**src/rtl/wallace_reduce_pipe.sv**
```systemverilog
// wallace_reduce_pipe: CSA-tree reduction of four radix-4 Booth partial-product rows
// and a final carry-propagate add, in a 2-stage valid/ready pipeline.
module wallace_reduce_pipe #(
    parameter int PP_W = 9,
    parameter int P_W  = 16
) (
    input  logic            clk,
    input  logic            rst_n,
    input  logic            flush,
    input  logic            in_valid,
    output logic            in_ready,
    input  logic [PP_W-1:0] PP1,
    input  logic [PP_W-1:0] PP2,
    input  logic [PP_W-1:0] PP3,
    input  logic [PP_W-1:0] PP4,
    input  logic [3:0]      sign,
    output logic            out_valid,
    input  logic            out_ready,
    output logic [P_W-1:0]  product
);
    logic [P_W-1:0] r0, r1, r2, r3, sv;
    logic [P_W-1:0] l1_s, l1_c, l2_s, l2_c, l3_s, l3_c;
    logic [P_W-1:0] s1_sum, s1_carry;
    logic           s1_valid, s1_adv, s2_adv;
    // Each row's MSB is inverted; the constant -sum(2^(8+2i)) = 0xAB00 that this leaves
    // is folded into row 0's upper bits together with its own inverted MSB.
    always_comb begin
        r0 = {5'b10101, ~PP1[PP_W-1], PP1[PP_W-1], PP1[PP_W-1], PP1[PP_W-2:0]};
        r1 = {5'b0, ~PP2[PP_W-1], PP2[PP_W-2:0], 2'b0};
        r2 = {3'b0, ~PP3[PP_W-1], PP3[PP_W-2:0], 4'b0};
        r3 = {1'b0, ~PP4[PP_W-1], PP4[PP_W-2:0], 6'b0};
        sv = {9'b0, sign[3], 1'b0, sign[2], 1'b0, sign[1], 1'b0, sign[0]};
        l1_s = r0 ^ r1 ^ r2;
        l1_c = ((r0 & r1) | (r0 & r2) | (r1 & r2)) << 1;
        l2_s = l1_s ^ l1_c ^ r3;
        l2_c = ((l1_s & l1_c) | (l1_s & r3) | (l1_c & r3)) << 1;
        // Column 6 is five bits deep, so the sign vector enters a third 3:2 level.
        l3_s = l2_s ^ l2_c ^ sv;
        l3_c = (l2_s & l2_c) | (l2_s & sv) | (l2_c & sv);
    end
    assign s2_adv   = !out_valid || out_ready;
    assign s1_adv   = !s1_valid || s2_adv;
    assign in_ready = s1_adv || flush;
    always_ff @(posedge clk or negedge rst_n) begin
        if (!rst_n) begin
            s1_valid  <= 1'b0;
            out_valid <= 1'b0;
            s1_sum    <= '0;
            s1_carry  <= '0;
            product   <= '0;
        end else begin
            if (flush) begin
                s1_valid  <= 1'b0;
                out_valid <= 1'b0;
            end else begin
                if (s1_adv) s1_valid <= in_valid;
                if (s2_adv) out_valid <= s1_valid;
            end
            if (s1_adv && in_valid) begin
                s1_sum   <= l3_s;
                s1_carry <= l3_c;
            end
            if (s2_adv && s1_valid) product <= s1_sum + (s1_carry << 1);
        end
    end
endmodule

```
**config.mk**
```make
export PLATFORM = sky130hd
export DESIGN_NAME = wallace_reduce_pipe
export DESIGN_NICKNAME = d
export VERILOG_FILES = /design/src/rtl/wallace_reduce_pipe.sv
export SDC_FILE = /design/constraint.sdc
export NUM_CORES = 1
export LEC_CHECK = 0
export ABC_AREA = 1
export CORE_UTILIZATION = 45
export CTS_BUF_LIST = sky130_fd_sc_hd__clkbuf_8
export CTS_CLUSTER_DIAMETER = 40
export DETAILED_ROUTE_END_ITERATION = 16
export PLACE_DENSITY_LB_ADDON = 0.05
export SLEW_MARGIN = 25
export SYNTH_ARGS = -nofsm -noshare
export SYNTH_HDL_FRONTEND = slang
export SYNTH_SLANG_ARGS = --single-unit
```
**constraint.sdc**
```tcl
create_clock -name clk -period 3.1 [get_ports clk]
set_input_delay 0.31 -clock clk [delete_from_list [all_inputs] [get_ports clk]]
set_output_delay 0.31 -clock clk [all_outputs]
set_load 0.03 [all_outputs]
```
==> Word-level counts from Yosys, hierarchy flattened <==
Index checks and enable logic that the tools add are counted.
Widths: inputs -> output; s select.
{ "word_totals": {"word_cells": 44, "in_bits": 45, "register_bits": 49, "output_inout_bits": 18} }
{ "classes": {"reduce_logical": 9, "n_mux": 4, "addsub": 1, "bitwise": 25} }
{ "ops": {"columns": ["operator", "n"], "rows": [
  ["$or 15x15->15", 5],
  ["$and 15x15->15", 4],
  ["$xor 16x16->16", 2],
  ["$and 15x7->15", 2],
  ["$add 16x16->16", 1],
  ["$xor 16x11->16", 1],
  ["$xor 16x13->16", 1],
  ["$xor 16x15->16", 1],
  ["$xor 16x7->16", 1],
  ["$or 15x13->15", 1],
  ["$and 14x11->14", 1],
  ["$and 14x13->14", 1],
  ["$and 11x13->13", 1],
  ["$mux 1", 4],
  ["$not 1->1", 4],
  ["$reduce_bool 2->1", 2],
  ["$logic_or 1x1->1", 3],
  ["$logic_and 1x1->1", 2],
  ["$logic_not 1->1", 2]
]} }

==> Depth between registers and ports, before layout <==
Gate-level depths: netlist (run 1).
{ "depth": {"word_depth": 10, "mapped_depth": 11, "mapped_depth_nobuf": 11} }

==> Least setup slack after synthesis (run 1) <==
Ideal clock, no wire load.
{ "synth_timing": {"path_type": "input to register", "start": "in PP1[8]", "end": "reg s1_sum[10]", "setup_time_ns": 0.125, "required_time_ns": 2.975, "setup_slack_ns": 1.010, "arrival_time_ns": 1.964, "path_buffers": 0, "cell_stages": 7, "path_cell_list": "inv_1 > fa_1 > inv_1 > fa_1 > inv_1 > ha_1 > mux2_4"} }
{ "synth_between": {"elab_chain_cells": 8, "word_cells_on_any_way": 16, "classes_between": "bitwise: 16"} }
{ "synth_rtl": {"columns": ["item", "line_no", "source"], "rows": [
  ["start: declaration", "12", "input logic [PP_W-1:0] PP1,"],
  ["$and 14x11->14 / $and 14x13->14 (equally long branches)", "34", "l1_c = ((r0 & r1) | (r0 & r2) | (r1 & r2)) << 1;"],
  ["$or 15x15->15", "34", null],
  ["$or 15x13->15", "34", null],
  ["$and 15x15->15", "36", "l2_c = ((l1_s & l1_c) | (l1_s & r3) | (l1_c & r3)) << 1;"],
  ["$or 15x15->15 (2 in a row)", "36", null],
  ["$xor 16x16->16 *", "38", "l3_s = l2_s ^ l2_c ^ sv;"],
  ["$xor 16x7->16 *", "38", null],
  ["named net l3_s[10]", "22", "logic [P_W-1:0] l1_s, l1_c, l2_s, l2_c, l3_s, l3_c;"],
  ["end signal: assignment", "60", "s1_sum <= l3_s;"],
  ["end: declaration", "23", "logic [P_W-1:0] s1_sum, s1_carry;"]
]} }
Mark *: on every way through the listed nets, which the timed path passes. The rest lies on a longest branch.
A chain may end at the register's enable or synchronous reset.

==> Worst setup path after layout (run 1) <==
Same ends and word-level chain as after synthesis.

==> results of run 1 <==
==> placed cells by master, fill, tap and decap left out <==
master / netlist / routed
buf_4: 0 / 2
nand3b_1: 2 / 2
or2_2: 1 / 1
nand2_1: 94 / 94
xnor2_1: 6 / 6
a31oi_1: 1 / 1
clkdlybuf4s50_1: 0 / 61
and2_1: 2 / 2
nand2_4: 1 / 1
inv_2: 1 / 1
a21oi_1: 7 / 7
nand4_1: 4 / 4
a21oi_2: 1 / 1
dfrtp_1: 47 / 47
o21ai_0: 11 / 11
ha_1: 29 / 29
mux2_2: 3 / 3
nand3_1: 16 / 16
nand2_2: 2 / 2
nor2_2: 1 / 1
fa_1: 16 / 16
clkbuf_8: 0 / 5
clkinv_4: 0 / 1
clkinv_1: 1 / 1
inv_1: 82 / 82
bufinv_16: 0 / 1
o21ai_1: 1 / 1
clkinv_2: 0 / 1
nor2_1: 11 / 11
mux2_4: 21 / 21
xor2_1: 1 / 1
==> routing by layer <==
metal / vias to the layer above / wire length (um)
li1: 1254 / -
met1: 1098 / 2660
met2: 51 / 2541
met3: 6 / 222
met4: 0 / 61
met5: - / 0
==> worst max-delay path, cell delays in order <==
cell and delay (ns):
clkdlybuf4s50_1 0.56, inv_1 0.10, fa_1 0.54, inv_1 0.05, fa_1 0.49, inv_1 0.04
ha_1 0.27, mux2_4 0.26
==> sequential cells by signal, indices dropped and copies added, names as in the netlist <==
| name | count |
|---|---|
| product | 16 |
| s1_sum | 16 |
| s1_carry | 13 |
| out_valid | 1 |
| s1_valid | 1 |
==> power breakdown <==
part           internal, mW  total, mW  leakage [nW]  switching [mW]
sequential            0.784      0.888         0.577           0.103
combinational         0.591       1.31          1.56           0.714
clock                 0.240      0.448        0.0581           0.208
==> worst paths after layout <==
| check | start | end | slack (ns) | depth (start not counted) |
|---|---|---|---|---|
| max in group asynchronous | rst_n | s1_carry[8] | 2.71 | 1 |
| setup reg to reg | s1_sum[1] | product[15] | 1.45 | 10 |
| setup / recovery | PP1[8] | s1_sum[10] | 0.66 | 8 |
| hold reg to reg | product[1] | product[1] | 0.48 | 2 |
| min in group clk | product[1] | product[1] | 0.48 | 2 |
| hold / removal | rst_n | out_valid | -0.003 | 1 |
==> stage by stage <==
| stage | power (mW) | setup slack, ns | hold WS (ns) | utilization (%) |
|---|---|---|---|---|
| CTS | 2.680 | 0.6322 | 0.2104 | 59.24 |
| global placement | 2.195 | 0.3731 | 0.4613 | 57.62 |
| global route | 2.882 | 0.5510 | 0.03835 | 59.28 |
| finish | 2.641 | 0.6563 | -0.003169 | 59.28 |
| detailed placement | 2.217 | 0.3045 | 0.4639 | 57.62 |
| floorplan | 1.803 | 1.010 | 0.01441 | - |
==> cell type report <==
class / instances / area [um2]
Fill cell: 664 / 2828
Tap cell: 96 / 120.1
Multi-Input combinational cell: 231 / 1767
Inverter: 84 / 315.3
Timing Repair Buffer: 63 / 625.6
Clock buffer: 5 / 68.82
Clock inverter: 3 / 43.79
Sequential cell: 47 / 1176
==> cells by family (layout without fill, tap and decap cells) <==
group | count (synthesis) | in the layout | synth area share [%]
compound gates | 21 | 21 | 3.318
fa+ha+maj | 45 | 45 | 20.59
xor+xnor | 7 | 7 | 1.848
buf+inv | 89 | 155 | 11.31
mux | 24 | 24 | 10.52
simple gates | 134 | 134 | 16.97
flops | 47 | 47 | 35.45
==> results.md, run 1 <==
- Total gr overflow: 0
- RSZ-0062 raised after global routing: false
- MaxCap Viol Count: 0
- Commonest cells post-synth: nand2_1 (94), inv_1 (82), dfrtp_1 (47), ha_1 (29), mux2_4 (21)
- Finished Layout Cells: 529
- Mapped Avg Cell Area: 9.041 um2
- Critical-path maximum fanout: 3
- Violated checks: hold timing
- Post-CTS resize count: 0
- Slew headroom: 61.68%
- Crit path launch type: input port
- Mapped cell area: 0.003318 mm2
- Part of the cycle the worst path needs: 78.83%
- Top cells by area, synth: dfrtp_1 (35%), ha_1 (11%), nand2_1 (11%)
- Setup bufs post-CTS: 0
- Largest net degree at the start of global routing: 48
- Setup tns final: 0 ns
- Area Overhead vs Synth: 24.06%
- Unique masters post-synth: 29
- Prevailing post-synth register cell: dfrtp_1
- Hold-fix buffers, CTS: 0
- Root buf cell: clkbuf_8
- Grt met1 use: 21.05%
- ANT nets after route: 0
- DRC violations left: 0
- Port bufs: 62
- #FFs+latches synth: 47
- Fin Clk Skew: 0.009602 ns
- # rows: 30
- CTS Buf Count: 5
- Placed Cells: approximately 520
- Gr busiest metal: met2
- Initial antenna violation count: 0
- Post-synth top area share: 35.44%
- VDD IR max: 0.0002045 V
- Synth Instances: 367
- Status: finished with violations
- DIE WIDTH: a little under 90 um
- Global-route wire length before repair: 9.942 mm
- FFs w/ async S/R, synth: 100.0%
- Htree depth: 2
- Antenna cells: 0
- Final hold slack: -0.003169 ns
- Share of cells above drive strength 1: 9.469%
- Power per cell area: around 640 mW/mm2
- Post-Syn Nets: 457
- Gpl congestion: 0.7672
- WP data arrival: between 2 and 3 ns
- Routed wire per std cell: between 10 and 15 um
- Hold WC Path Type: input port to asynchronous set/reset pin
- Cell leakage power: ~2.2 nW
- Crit. End Element: flip-flop
- Total GRT Usage: 16.44%
- Final hold violations: 3
- WL final: 5.485 mm
- Die height: approximately 88 um
- Routed via count: 2409
- CTS tree: built
- HPWL Detailed: ~4.4 mm
- Initial core utilization: 47.78%
- DRT iter0 DRCs: 52
- Dpl cell area: 0.004001 mm2
- Vias in the first global route: around 2300
- Final Setup Violations: 0
- Yosys warns: 0
- Critical path class: input port to flip-flop
- CTS sink cnt: 47
- Die area: 0.007721 mm2
- Clock tree buffer depth: 2
- Met3 Use GR: 3.205%
- Area leader, netlist: dfrtp_1
- Final instance area: slightly above 0.004 mm2
- Fraction of the yosys area taken by sequential cells: 35.44%
- Worst path required time: 3.29 ns
- Drt via density: 4.554
- Global routing usage on met2: 28.33%
- EDFF count, synth: 0
- Worst-path clk slew: 0.09 ns
- Core box area: just under 0.007 mm2
- Pre-Repair DR Iteration Count: 4
- Clk_lat worst skew: 0.30 ns
- IO Pins: 63
- Slew @ Worst Pin: 0.5749 ns
- Final min period: 2.444 ns
- Nets@finish: 522
- Most common cell in the netlist: nand2_1
- Final Max Tran Viols: 0
- Fmax: 409.2 MHz
Note: power is estimated with default switching activity, not from simulation.
==> inputs of run 2 (changes only) <==
- clock period: 3.1 -> 2 ns (I/O delays scaled with it)
==> results.md, run 2 (synthesized netlist as in run 1, its figures left out) <==
- Root buf cell: clkbuf_8
- CTS tree: built
- Slew @ Worst Pin: 0.5538 ns
- MaxCap Viol Count: 0
- Setup tns final: 0 ns
- Vias in the first global route: ~2300
- Global-route wire length before repair: 9.729 mm
- Htree depth: 2
- HPWL Detailed: 4.508 mm
- Critical-path maximum fanout: 1
- Routed via count: ~2400
- Sw frac: 39.96%
- Clk pwr share: 14.0%
- Most frequent cells in the layout: nand2_1 (94), inv_1 (81), dfrtp_1 (47), clkdlybuf4s50_1 (46), ha_1 (29)
- Port bufs: 62
- DRC violations left: 0
- CTS Buf Count: 5
- RSZ-0062 raised after global routing: false
- Fin Clk Skew: between 0.002 and 0.003 ns
- # rows: 30
- Total power: 3.968 mW
- Antenna cells: 0
- Final min period: approximately 1.9 ns
- Gpl congestion: between 0.7 and 0.8
- Cell leakage power: about 2.3 nW
- Clk_lat worst skew: 0.30 ns
- Part of the cycle the worst path needs: 95.33%
- Total gr overflow: 0
- Slew headroom: ~63%
- Setup bufs post-CTS: 0
- Internal: 2.382 mW
- Critical path class: input port to flip-flop
- Nets@finish: 529
- Drt via density: 4.550
- Power per cell area: ~950 mW/mm2
- Largest regs: product: 16 flops, s1_sum: 16 flops, s1_carry: 13 flops
- Status: completed
- Crit path launch type: input port
- Final worst setup slack: 0.09344 ns
- Placed Cells: 527
- Finished Layout Cells: 536
- FILL cells: roughly 650
- Final hold violations: 0
- Worst path required time: 2.19 ns
- Core box area: 0.006944 mm2
- Final Max Tran Viols: 0
- Routed wire per std cell: ~10 um
- Clock tree buffer depth: 2
- Crit. End Element: flip-flop
- Share of cells above drive strength 1: 11.59%
- Final hold slack: 0.2007 ns
- Total GRT Usage: 16.04%
- ANT nets after route: 0
- WP data arrival: ~2.1 ns
- Initial antenna violation count: 0
- IO Pins: 63
- Largest net degree at the start of global routing: 47
- Setup slack after placement: -0.5795 ns
- Sw power: 1.586 mW
- Die area: 0.007721 mm2
- Comb power frac: 51.4%
- DIE WIDTH: 87.87 um
- Area Overhead vs Synth: 25.49%
- CTS sink cnt: between 40 and 50
- Pre-Repair DR Iteration Count: 4
- Sequential fraction of design power: 34.6%
- DRT iter0 DRCs: 52
- Commonest non-fill, non-tap cell in the layout: nand2_1
- Fmax: 524.5 MHz
- VDD IR max: roughly 0.00035 V
- Final Setup Violations: 0
- Initial core utilization: 47.78%
- Worst-path clk slew: 0.08 ns
- Hold WC Path Type: input port to asynchronous set/reset pin
- WL final: 5.490 mm
- Die height: about 90 um
run 2: changes by cell type in the layout (fill, tap and decap cells not counted), moves of 2 or more:
cell	change
dlymetal6s2s_1	+5
clkinvlp_4	+2
buf_4	+3
o21ai_0	-2
clkdlybuf4s50_1	-15
dlygate4sd2_1	+9
run 2: worst max-delay path, cell delays in order:
cell	delay, ns
dlygate4sd2_1	0.25
fa_1	0.52
inv_1	0.05
fa_1	0.49
inv_1	0.04
ha_1	0.28
mux2_4	0.26
run 2: layout make-up:
type	instances	area (um2)	area share, %
Clock buffer	5	68.82	1.653
Clock inverter	3	20.02	0.4808
Inverter	84	315.3	7.572
Multi-Input combinational cell	231	1773	42.58
Sequential cell	47	1176	28.25
Tap cell	96	120.1	2.885
Timing Repair Buffer	70	690.7	16.59
run 2: stage by stage:
stage | utilization, % | instance area [um2]
global placement | 58.45 | 4059
global route | 59.96 | 4164
CTS | 59.77 | 4150
finish | 59.96 | 4164
detailed placement | 58.45 | 4059
floorplan | - | 3318
run 2: worst paths after layout:
check	start	end	slack, ns	cells after the start
setup / recovery	PP1[7]	s1_sum[7]	0.09	7
hold / removal	rst_n	out_valid	0.20	2
setup reg to reg	s1_sum[1]	product[15]	0.33	10
hold reg to reg	product[13]	product[13]	0.48	2
max in group asynchronous	rst_n	s1_carry[10]	1.09	3
min in group clk	flush	out_valid	0.48	2
run 2: routing by layer:
| metal | vias up | routed length, um | global-route usage (%) |
|---|---|---|---|
| li1 | 1271 | - | - |
| met1 | 1109 | 2704 | 20.40 |
| met2 | 52 | 2509 | 27.48 |
| met3 | 7 | 202 | 3.299 |
| met4 | 0 | 73 | 4.769 |
| met5 | - | 0 | 0 |
run 2: repair_timing:
action	CTS	global route
setup endpoints to repair	10	5
hold buffers	1	0
resized for setup	13	10
endpoints found under the hold margin	1	0
gates cloned	0	0
pin swaps	6	5
run 2: power by group through the flow:
stage	sequential, mW	clock (mW)	combinational, mW
after floorplan	1.62	0	1.17
after global placement	1.39	0	2.02
after detailed placement	1.39	0	2.05
after CTS	1.38	0.583	2.06
after global routing	1.40	0.624	2.31
final	1.37	0.557	2.04
